`src/rtl/gpu_rasterizer.sv`:
```
// rtl/gpu_rasterizer.sv - rectangle rasterizer draining the GPU op FIFO into the 1-bit back framebuffer
//
// Purpose:
//   Pops gpu_op_t rectangles from a standard (non show-ahead) FIFO and writes
//   one framebuffer pixel per enabled cycle in raster order. Pixels come from
//   the op's solid colour or from the sprite ROM, optionally at 2x scale.
//
// Ports:
//   clk, rst          system clock, asynchronous active-high reset
//   ce                clock enable; low freezes all state and suppresses strobes
//   op                op at the FIFO head, valid the cycle after op_rd_en
//   op_rd_en, op_empty FIFO pop strobe and empty flag
//   sprite_rd_addr    sprite ROM address; sprite_rd_data returns one cycle later
//   fb_wr_en, fb_wr_addr, fb_wr_data  framebuffer write port
//   idle              FIFO drained and no write pending

package gpu_rasterizer_pkg;

    localparam int GPU_SPRITE_ADDR_WIDTH = 12;

    typedef struct packed {
        logic [10:0]                      x;
        logic [10:0]                      y;
        logic [10:0]                      width;
        logic [10:0]                      height;
        logic                             color;
        logic                             mem_en;
        logic                             scale;
        logic [GPU_SPRITE_ADDR_WIDTH-1:0] mem_addr;
    } gpu_op_t;

endpackage

module gpu_rasterizer
    import gpu_rasterizer_pkg::*;
#(
    parameter int HOR_ACTIVE_PIXELS = 640,
    parameter int VER_ACTIVE_PIXELS = 480,
    parameter int FB_ADDR_WIDTH     = 19,
    // Must match GPU_SPRITE_ADDR_WIDTH, which sizes gpu_op_t.mem_addr.
    parameter int SPRITE_ADDR_WIDTH = GPU_SPRITE_ADDR_WIDTH
) (
    input  logic                         clk,
    input  logic                         rst,
    input  logic                         ce,
    input  gpu_op_t                      op,
    output logic                         op_rd_en,
    input  logic                         op_empty,
    output logic [SPRITE_ADDR_WIDTH-1:0] sprite_rd_addr,
    input  logic                         sprite_rd_data,
    output logic                         fb_wr_en,
    output logic [FB_ADDR_WIDTH-1:0]     fb_wr_addr,
    output logic                         fb_wr_data,
    output logic                         idle
);

    localparam logic [11:0]              HOR_PX     = 12'(HOR_ACTIVE_PIXELS);
    localparam logic [11:0]              VER_PX     = 12'(VER_ACTIVE_PIXELS);
    localparam logic [FB_ADDR_WIDTH-1:0] ROW_STRIDE = FB_ADDR_WIDTH'(HOR_ACTIVE_PIXELS);

    typedef enum logic [1:0] {
        ST_IDLE,
        ST_LATCH,
        ST_DRAW,
        ST_FLUSH
    } state_t;

    // ------------------------------------------------------------------
    // State
    // ------------------------------------------------------------------
    state_t                         state_q, state_d;

    // Latched op
    logic [10:0]                    x_q, x_d;
    logic [10:0]                    y_q, y_d;
    logic [10:0]                    w_q, w_d;
    logic [10:0]                    h_q, h_d;
    logic                           color_q, color_d;
    logic                           mem_en_q, mem_en_d;
    logic                           scale_q, scale_d;

    // Walk counters (stage 0)
    logic [10:0]                    col_q, col_d;
    logic [10:0]                    row_q, row_d;
    logic [SPRITE_ADDR_WIDTH-1:0]   tex_row_base_q, tex_row_base_d;
    logic [10:0]                    stride_q, stride_d;
    // Framebuffer address of (x, y+row); advanced by one stride per row so
    // no multiplier sits in the per-pixel path.
    logic [FB_ADDR_WIDTH-1:0]       row_addr_q, row_addr_d;

    // Stage 1 (write) register
    logic                           s1_valid_q, s1_valid_d;
    logic                           s1_inb_q, s1_inb_d;
    logic [FB_ADDR_WIDTH-1:0]       s1_addr_q, s1_addr_d;
    logic                           s1_mem_en_q, s1_mem_en_d;
    logic                           s1_color_q, s1_color_d;

    logic                           idle_q, idle_d;

    // Texel capture: the ROM is not clock-enabled, so once ce drops the ROM
    // output moves on to the next stage-0 address. tex_fresh_q marks cycles
    // where sprite_rd_data still belongs to the stage-1 pixel; otherwise the
    // copy taken on that first cycle is used.
    logic                           tex_fresh_q;
    logic                           tex_hold_q;
    logic                           texel;

    // ------------------------------------------------------------------
    // Stage 0 combinational helpers
    // ------------------------------------------------------------------
    logic [11:0]                    px;
    logic [11:0]                    py;
    logic                           last_col;
    logic                           last_row;
    logic [SPRITE_ADDR_WIDTH-1:0]   tex_col;
    logic                           idle_now;

    // 12-bit sums so a rectangle running off the right/bottom edge clips
    // instead of wrapping.
    assign px       = {1'b0, x_q} + {1'b0, col_q};
    assign py       = {1'b0, y_q} + {1'b0, row_q};
    assign last_col = (col_q == (w_q - 11'd1));
    assign last_row = (row_q == (h_q - 11'd1));
    assign tex_col  = SPRITE_ADDR_WIDTH'(col_q >> scale_q);
    assign idle_now = (state_q == ST_IDLE) && op_empty && !s1_valid_q;

    // ------------------------------------------------------------------
    // Next-state logic
    // ------------------------------------------------------------------
    always_comb begin
        state_d        = state_q;
        x_d            = x_q;
        y_d            = y_q;
        w_d            = w_q;
        h_d            = h_q;
        color_d        = color_q;
        mem_en_d       = mem_en_q;
        scale_d        = scale_q;
        col_d          = col_q;
        row_d          = row_q;
        tex_row_base_d = tex_row_base_q;
        stride_d       = stride_q;
        row_addr_d     = row_addr_q;
        s1_valid_d     = 1'b0;
        s1_inb_d       = s1_inb_q;
        s1_addr_d      = s1_addr_q;
        s1_mem_en_d    = s1_mem_en_q;
        s1_color_d     = s1_color_q;
        idle_d         = idle_now;

        case (state_q)
            ST_IDLE: begin
                if (!op_empty) begin
                    state_d = ST_LATCH;
                end
            end

            ST_LATCH: begin
                x_d      = op.x;
                y_d      = op.y;
                w_d      = op.width;
                h_d      = op.height;
                color_d  = op.color;
                mem_en_d = op.mem_en;
                scale_d  = op.scale;
                col_d    = 11'd0;
                row_d    = 11'd0;
                if ((op.width == 11'd0) || (op.height == 11'd0)) begin
                    state_d = ST_IDLE;
                end else begin
                    tex_row_base_d = SPRITE_ADDR_WIDTH'(op.mem_addr);
                    stride_d       = op.width >> op.scale;
                    // Constant-coefficient product, evaluated once per op.
                    row_addr_d     = (FB_ADDR_WIDTH'(op.y) * ROW_STRIDE) + FB_ADDR_WIDTH'(op.x);
                    state_d        = ST_DRAW;
                end
            end

            ST_DRAW: begin
                s1_valid_d  = 1'b1;
                s1_inb_d    = (px < HOR_PX) && (py < VER_PX);
                s1_addr_d   = row_addr_q + FB_ADDR_WIDTH'(col_q);
                s1_mem_en_d = mem_en_q;
                s1_color_d  = color_q;
                if (last_col) begin
                    col_d = 11'd0;
                    if (last_row) begin
                        state_d = ST_FLUSH;
                    end else begin
                        row_d      = row_q + 11'd1;
                        row_addr_d = row_addr_q + ROW_STRIDE;
                        // At 2x a texel row covers two screen rows: advance
                        // only after the odd one.
                        if (!scale_q || row_q[0]) begin
                            tex_row_base_d = tex_row_base_q + SPRITE_ADDR_WIDTH'(stride_q);
                        end
                    end
                end else begin
                    col_d = col_q + 11'd1;
                end
            end

            ST_FLUSH: begin
                state_d = ST_IDLE;
            end

            default: begin
                state_d = ST_IDLE;
            end
        endcase
    end

    // ------------------------------------------------------------------
    // Registers
    // ------------------------------------------------------------------
    always_ff @(posedge clk or posedge rst) begin
        if (rst) begin
            state_q        <= ST_IDLE;
            x_q            <= '0;
            y_q            <= '0;
            w_q            <= '0;
            h_q            <= '0;
            color_q        <= 1'b0;
            mem_en_q       <= 1'b0;
            scale_q        <= 1'b0;
            col_q          <= '0;
            row_q          <= '0;
            tex_row_base_q <= '0;
            stride_q       <= '0;
            row_addr_q     <= '0;
            s1_valid_q     <= 1'b0;
            s1_inb_q       <= 1'b0;
            s1_addr_q      <= '0;
            s1_mem_en_q    <= 1'b0;
            s1_color_q     <= 1'b0;
            idle_q         <= 1'b1;
        end else if (ce) begin
            state_q        <= state_d;
            x_q            <= x_d;
            y_q            <= y_d;
            w_q            <= w_d;
            h_q            <= h_d;
            color_q        <= color_d;
            mem_en_q       <= mem_en_d;
            scale_q        <= scale_d;
            col_q          <= col_d;
            row_q          <= row_d;
            tex_row_base_q <= tex_row_base_d;
            stride_q       <= stride_d;
            row_addr_q     <= row_addr_d;
            s1_valid_q     <= s1_valid_d;
            s1_inb_q       <= s1_inb_d;
            s1_addr_q      <= s1_addr_d;
            s1_mem_en_q    <= s1_mem_en_d;
            s1_color_q     <= s1_color_d;
            idle_q         <= idle_d;
        end
    end

    always_ff @(posedge clk or posedge rst) begin
        if (rst) begin
            tex_fresh_q <= 1'b0;
            tex_hold_q  <= 1'b0;
        end else begin
            tex_fresh_q <= ce;
            if (tex_fresh_q) begin
                tex_hold_q <= sprite_rd_data;
            end
        end
    end

    assign texel = tex_fresh_q ? sprite_rd_data : tex_hold_q;

    // ------------------------------------------------------------------
    // Outputs
    // ------------------------------------------------------------------
    // The pop is combinational so the FIFO samples it on the IDLE->LATCH
    // edge and presents the op during LATCH.
    assign op_rd_en       = !rst && ce && (state_q == ST_IDLE) && !op_empty;
    assign sprite_rd_addr = tex_row_base_q + tex_col;
    assign fb_wr_en       = ce && s1_valid_q && s1_inb_q;
    assign fb_wr_addr     = s1_addr_q;
    assign fb_wr_data     = s1_mem_en_q ? texel : s1_color_q;
    assign idle           = idle_q && idle_now;

endmodule

```
`config.mk`:
```
export PLATFORM = sky130hd
export DESIGN_NAME = gpu_rasterizer
export DESIGN_NICKNAME = d
export VERILOG_FILES = /design/src/rtl/gpu_rasterizer.sv
export SDC_FILE = /design/constraint.sdc
export NUM_CORES = 1
export LEC_CHECK = 0
export ABC_AREA = 1
export CAP_MARGIN = 5
export CORE_MARGIN = 2
export CORE_UTILIZATION = 40
export CTS_BUF_LIST = sky130_fd_sc_hd__clkbuf_4 sky130_fd_sc_hd__clkbuf_8
export DETAILED_ROUTE_END_ITERATION = 12
export GPL_ROUTABILITY_DRIVEN = 0
export HOLD_SLACK_MARGIN = 0.1
export PLACE_DENSITY_LB_ADDON = 0.3
export SLEW_MARGIN = 20
export SYNTH_ARGS = -nofsm -noshare
export SYNTH_HDL_FRONTEND = slang
export SYNTH_SLANG_ARGS = --single-unit
```
`constraint.sdc`:
```
create_clock -name clk -period 7 [get_ports clk]
set_input_delay 1.4 -clock clk [delete_from_list [all_inputs] [get_ports clk]]
set_output_delay 1.4 -clock clk [all_outputs]
set_load 0.03 [all_outputs]
```
==> results of run 1 <==
==> cells in the final DEF, fill, tap and decap left out, drive strengths merged, types with 16 or more instances in the layout <==
cell,n
nand4,27
a21oi,67
clkbuf,19
xnor2,16
ha,83
o21ai,98
dfrtp,138
nor3,19
nand2,417
inv,163
mux2,20
nor2,150
clkdlybuf4s50,98
xor2,34
nand3,107
a31oi,25
==> through the flow <==
stage                     cell area, um2  utilization, %
after CTS                          12110           46.72
after floorplan                    10490               -
after global routing               12110           46.75
after detailed placement           11760           45.37
final                              12110           46.75
after global placement             11760           45.37
==> metal layers <==
layer | part of all wire (%) | vias to the layer above | global-route usage (%)
met2 | 46 | 188 | 32.58
li1 | - | 4974 | -
met3 | 4.0 | 37 | 3.384
met1 | 48 | 4465 | 28.23
met4 | 1.8 | 0 | 6.163
met5 | 0 | - | 0
==> path summary, 6_finish.rpt <==
check                         start                 to  slack [ps]  depth (start not counted)
max                         scale_q  sprite_rd_addr[8]        2030                         12
min                        mem_en_q        s1_mem_en_q         490                          2
max reg2reg                  w_q[0]     row_addr_q[11]        4020                         13
min reg2reg                mem_en_q        s1_mem_en_q         490                          2
max in group asynchronous       rst     row_addr_q[12]        4320                          3
min in group asynchronous       rst             h_q[3]        1520                          2
==> cells by family (layout without fill, tap and decap cells) <==
group,Yosys count,after routing,synth area share [%]
simple gates,748,748,30.64
compound gates,216,216,11.51
buf+inv,197,296,7.481
flops,139,139,33.18
fa+ha+maj,88,88,10.86
xor+xnor,50,50,4.176
mux,20,20,2.148
other cells,0,1,0
==> final cells by class <==
| type | count | area (um2) | area share, % |
|---|---|---|---|
| Antenna cell | 1 | 2.502 | 0.02066 |
| Clock buffer | 19 | 255.2 | 2.107 |
| Clock inverter | 13 | 95.09 | 0.7850 |
| Sequential cell | 139 | 3480 | 28.72 |
| Timing Repair Buffer | 102 | 1011 | 8.345 |
| Multi-Input combinational cell | 1122 | 6236 | 51.48 |
| Inverter | 162 | 615.6 | 5.082 |
| Tap cell | 335 | 419.2 | 3.460 |
==> state kept, by name, indices dropped and copies added, names as in the netlist, 11 cells and up, named ones only <==
signal / flops
fb_wr_addr: 19
stride_q: 11
row_q: 11
tex_row_base_q: 12
x_q: 11
row_addr_q: 19
col_q: 11
y_q: 11
w_q: 11
h_q: 11
==> worst max-delay path, stage by stage, from the launching register on <==
cell and delay, ps:
sky130_fd_sc_hd__dfrtp_1 560, sky130_fd_sc_hd__o21ai_0 300, sky130_fd_sc_hd__ha_1 210, sky130_fd_sc_hd__inv_1 50
sky130_fd_sc_hd__fa_1 400, sky130_fd_sc_hd__inv_1 90, sky130_fd_sc_hd__a31oi_1 120, sky130_fd_sc_hd__o21ai_0 300
sky130_fd_sc_hd__a21oi_1 110, sky130_fd_sc_hd__nor2_1 100, sky130_fd_sc_hd__nor2_1 60, sky130_fd_sc_hd__xnor2_1 140
sky130_fd_sc_hd__clkdlybuf4s50_1 690
==> where the power goes <==
group / total (uW) / internal, uW / switching [uW] / leakage, uW
combinational: 2380 / 911 / 1470 / 0.00401
sequential: 1430 / 1130 / 300 / 0.00170
clock: 607 / 260 / 347 / 0.000176
total: 4420 / 2300 / 2120 / 0.00588
==> run summary, run 1 <==
==============================================================================
Commonest cells in the synthesized netlist                        412 x sky130_fd_sc_hd__nand2_1, 157 x sky130_fd_sc_hd__inv_1, 141 x sky130_fd_sc_hd__nor2_1
Antenna violations before repair                                             1
Post-DRT Antenna Nets                                                        0
Result of the run                                                 finished clean
Normalized max-slew margin                                              42.61%
Worst VDD drop                                                        149.9 uV
Clock period minus final worst setup slack                             4965 ps
Clock Root Buffer                                                 sky130_fd_sc_hd__clkbuf_8
Top-level I/O count                                                         99
Maximum fanout encountered on the critical timing path                      20
DR DRC count                                                                 0
Setup total negative slack                                                0 ps
DIE WIDTH                                                             165.9 um
Total number of vias                                                      9664
First-pass GRT wire length                                            46130 um
Worst Setup Path Type                                               reg -> out
Clock slew at reported path FFs                                          80 ps
Final setup violation count                                                  0
Average cell area after synthesis                                    7.192 um2
Fraction of final layout cells sized beyond drive strength 1            6.423%
Count of final hold-check violations                                         0
Vertical extent of the die                                            165.9 um
Gr ovfl total                                                                0
Average via count per standard cell                                      5.105
Resize count post-CTS                                                        0
Number of setup buffers added after CTS                                      0
Post-CTS Hold Fix Bufs                                                       0
Cell area power density                                           364.9 mW/mm2
Detailed-placement wirelength estimate                                21370 um
Deepest clock path buffer count                                              2
Type of destination of the critical path                            output pin
Placed Cells                                                              1860
Sequential share of the synthesized area                                33.18%
Cell with the most instances after synthesis                      sky130_fd_sc_hd__nand2_1
Die Area                                                           0.02753 mm2
Async S/R FF share, synth                                               100.0%
Final Max Tran Viols                                                         0
Critical Path Start Type                                             flip-flop
Seq cells post-synth                                                       139
Unrepaired setup endpoints after global routing                             no
Synth area leaders                                                sky130_fd_sc_hd__dfrtp_1 33%, sky130_fd_sc_hd__nand2_1 15%, sky130_fd_sc_hd__ha_1 9.9%
Gate count of the mapped netlist                                          1458
First DRT Iteration DRCs                                                   706
Number of enable-type register cells in the synthesized netlist              0
Global Route Usage Sum                                                  20.33%
Leakage power of the design                                        0.005883 uW
FP Rows                                                                     59
Inserted Clock Buffers                                                      17
IO Port Bufs                                                                98
Synth Flop Type                                                   sky130_fd_sc_hd__dfrtp_1
Worst setup timing slack at the placement stage                        2484 ps
Arrival time worst endpoint                                            3570 ps
Number of global-route vias before repair                                 9352
CTS tree                                                                   yes
Type of the worst min-delay path                                    reg -> reg
Tightest Pin Transition                                               860.9 ps
Growth of design area from synthesis to finish                          15.52%
Post-synthesis cell type with the largest combined area           sky130_fd_sc_hd__dfrtp_1
Count of non-filler cells in the finished layout                          1893
Max H-tree Level                                                             4
WP data required                                                       5600 ps
Top-area cell type share of the netlist area                            32.93%
Insertion delay of the later-clocked pin in the worst-skew pair         470 ps
Tightest hold margin                                                  490.3 ps
Routed len/inst                                                       14.66 um
PnR worst setup slack                                                  2035 ps
Final-stage net count                                                     1696
Post-synthesis net count                                                  1610
Final critical-path share of the clock period                           70.93%
Synthesized cell area                                              0.01049 mm2
Total length of routed wires                                          27750 um
Number of warnings reported in the yosys synthesis log                       0
Maximum number of pins on one net before global-route repair                94
Number of clock sinks                                                      139
Initial core utilization                                                40.47%
Length of the first detailed-routing pass in iterations                      6
Unique cell type count in the Yosys netlist                                 51
Area of the core                                                   0.02591 mm2
Achievable Freq                                                      201.4 MHz
Number of filler instances in the final layout                            2638
Final worst clock skew                                                22.16 ps
Max Cap Viol                                                                 0
Total power draw                                                       4421 uW
==============================================================================
Note: power is estimated with default switching activity, not from simulation.
==> run 2: changes to the inputs <==
==> constraint.sdc (replaced) <==
create_clock -name clk -period 5.05 [get_ports clk]
set_input_delay 1.01 -clock clk [delete_from_list [all_inputs] [get_ports clk]]
set_output_delay 1.01 -clock clk [all_outputs]
set_load 0.03 [all_outputs]
==> run 2 against run 1 <==
Critical path depth is 1 higher. Largest cell class unchanged. Critical path type unchanged. Sequential cell count stayed put. Highest routed layer unchanged. Cell count is 0.11% lower. Hold slack worse by 18 ps. Utilization is 0.43 points higher. Clock-buffer cell count is 2 higher. Largest power group unchanged.
==> run summary, run 2 (synthesized netlist as in run 1, its figures left out) <==
==============================================================================
Die Area                                                           0.02753 mm2
Growth of design area from synthesis to finish                          16.60%
Worst VDD drop                                                        191.3 uV
Average via count per standard cell                                      5.171
Diode insertion count for antenna repair                                     0
Startpoint of the most critical hold path                             mem_en_q
Routed len/inst                                                       14.74 um
DIE WIDTH                                                             165.9 um
Count of final hold-check violations                                         0
Number of setup buffers added after CTS                                      0
Result of the run                                                 finished clean
Total length of routed wires                                          27870 um
Clock Root Buffer                                                 sky130_fd_sc_hd__clkbuf_8
Final critical-path share of the clock period                           90.91%
Max Cap Viol                                                                 0
Setup total negative slack                                                0 ps
Tightest Pin Transition                                               833.5 ps
Length of the first detailed-routing pass in iterations                      6
Most common library cell in the layout ignoring fill and taps     sky130_fd_sc_hd__nand2_1
Leakage power of the design                                        0.005939 uW
Maximum number of pins on one net before global-route repair                72
Unrepaired setup endpoints after global routing                             no
Critical Path Start Type                                             flip-flop
Final-stage net count                                                     1696
Achievable Freq                                                      217.8 MHz
Deepest clock path buffer count                                              2
Tightest hold margin                                                  472.4 ps
Sum of buffers and inverters on the critical path                            3
Global Route Usage Sum                                                  20.29%
Type of destination of the critical path                            output pin
Setup slack on the worst flop-to-flop path                             2050 ps
CTS tree                                                                   yes
First-pass GRT wire length                                            45910 um
First DRT Iteration DRCs                                                   692
Commonest non-fill, non-tap cells in the layout                   411 x sky130_fd_sc_hd__nand2_1, 156 x sky130_fd_sc_hd__inv_1, 141 x sky130_fd_sc_hd__nor2_1
Startpoint of the worst register-to-register path                       w_q[0]
Arrival time worst endpoint                                            3580 ps
Gr ovfl total                                                                0
Count of non-filler cells in the finished layout                          1891
Initial core utilization                                                40.47%
Antenna violations before repair                                             0
Post-DRT Antenna Nets                                                        0
Maximum fanout encountered on the critical timing path                      20
Resize count post-CTS                                                        0
Type of the worst min-delay path                                    reg -> reg
Area of the core                                                   0.02591 mm2
Max H-tree Level                                                             4
Inserted Clock Buffers                                                      17
Insertion delay of the later-clocked pin in the worst-skew pair         460 ps
Depth of the most critical reg-to-reg path                                  13
Worst path max stage delay                                              690 ps
WP data required                                                       4040 ps
Worst-path cell with the longest stage delay                      sky130_fd_sc_hd__clkdlybuf4s50_1
Cell area power density                                           518.1 mW/mm2
Total number of vias                                                      9778
Post-CTS Hold Fix Bufs                                                       0
Worst Setup Path Type                                               reg -> out
Reg2reg end                                                       row_addr_q[11]
Placed Cells                                                              1860
IO Port Bufs                                                                98
Destination of the worst hold path                                 s1_mem_en_q
Final Max Tran Viols                                                         0
Number of clock sinks                                                      139
Fraction of final layout cells sized beyond drive strength 1            6.362%
Final Core Density                                                      47.19%
Chain of cells forming the critical path                          nand2_1, o21ai_0, ha_1, inv_1, fa_1, inv_1, a31oi_1, o21ai_0, a21oi_1, nor2_1, nor2_1, xnor2_1, clkdlybuf4s50_1
Vertical extent of the die                                            165.9 um
Detailed-placement wirelength estimate                                21520 um
Number of global-route vias before repair                                 9374
Kind of cell adding the most delay to the critical path           buffers and inverters
Clock slew at reported path FFs                                          80 ps
Number of cells on the worst hold path                                       2
Final setup violation count                                                  0
Final worst clock skew                                                16.79 ps
Clock period minus final worst setup slack                             4591 ps
DR DRC count                                                                 0
FP Rows                                                                     59
Normalized max-slew margin                                              44.23%
Post-Place Cell Area                                               0.01177 mm2
Top-level I/O count                                                         99
Post-route standard cell area excluding fillers                    0.01223 mm2
==============================================================================
-- run 2: cell count changes in the layout (fill, tap and decap cells not counted), sizes merged --
cell	before	now
bufinv	0	4
inv	163	160
clkbuf	19	21
clkinv	9	7
clkinvlp	3	1
diode	1	0
-- run 2: worst min-delay path, stage by stage, from the launching register on --
cell and delay [ps]:
sky130_fd_sc_hd__dfrtp_1 350, sky130_fd_sc_hd__nand2_1 60, sky130_fd_sc_hd__nand2_1 40
-- run 2: cell type report --
class                   count  area (um2)
inverters                 162       615.6
flip-flops and latches    139        3480
repair buffers            102        1023
multi-input cells        1122        6236
clock buffers              21       289.0
clock inverters            10       163.9
fillers                  2576       13680
well taps                 335       419.2
-- run 2: metal layers --
layer | share of wire (%) | GRT usage [%]
met5 | 0 | 0
met4 | 1.8 | 5.709
met3 | 4.7 | 3.265
met2 | 47 | 33.45
met1 | 47 | 27.66
-- run 2: per-stage QoR --
step           power (uW)  setup slack, ps
2_1_floorplan        4347            317.1
4_1_cts              6352            448.9
3_3_place_gp         5209             1069
5_1_grt              6887            118.2
3_5_place_dp         5283            974.7
6_report             6335            459.2
-- run 2: how the worst max path moves through the flow --
stage | depth (start not counted) | endpoint | start | slack [ps]
floorplan | 1 | async pin | rst | 320
global placement | 13 | sprite_rd_addr[8] | scale_q | 1070
detailed placement | 13 | sprite_rd_addr[8] | scale_q | 970
CTS | 13 | sprite_rd_addr[8] | scale_q | 450
global route | 13 | sprite_rd_addr[8] | scale_q | 120
finish | 13 | sprite_rd_addr[8] | scale_q | 460
-- run 2: where the power goes --
group	leakage (uW)	switching [uW]	internal [uW]	total [uW]
registers	0.00170	417	1570	1990
clock network	0.000228	457	589	1050
logic	0.00401	2040	1260	3300
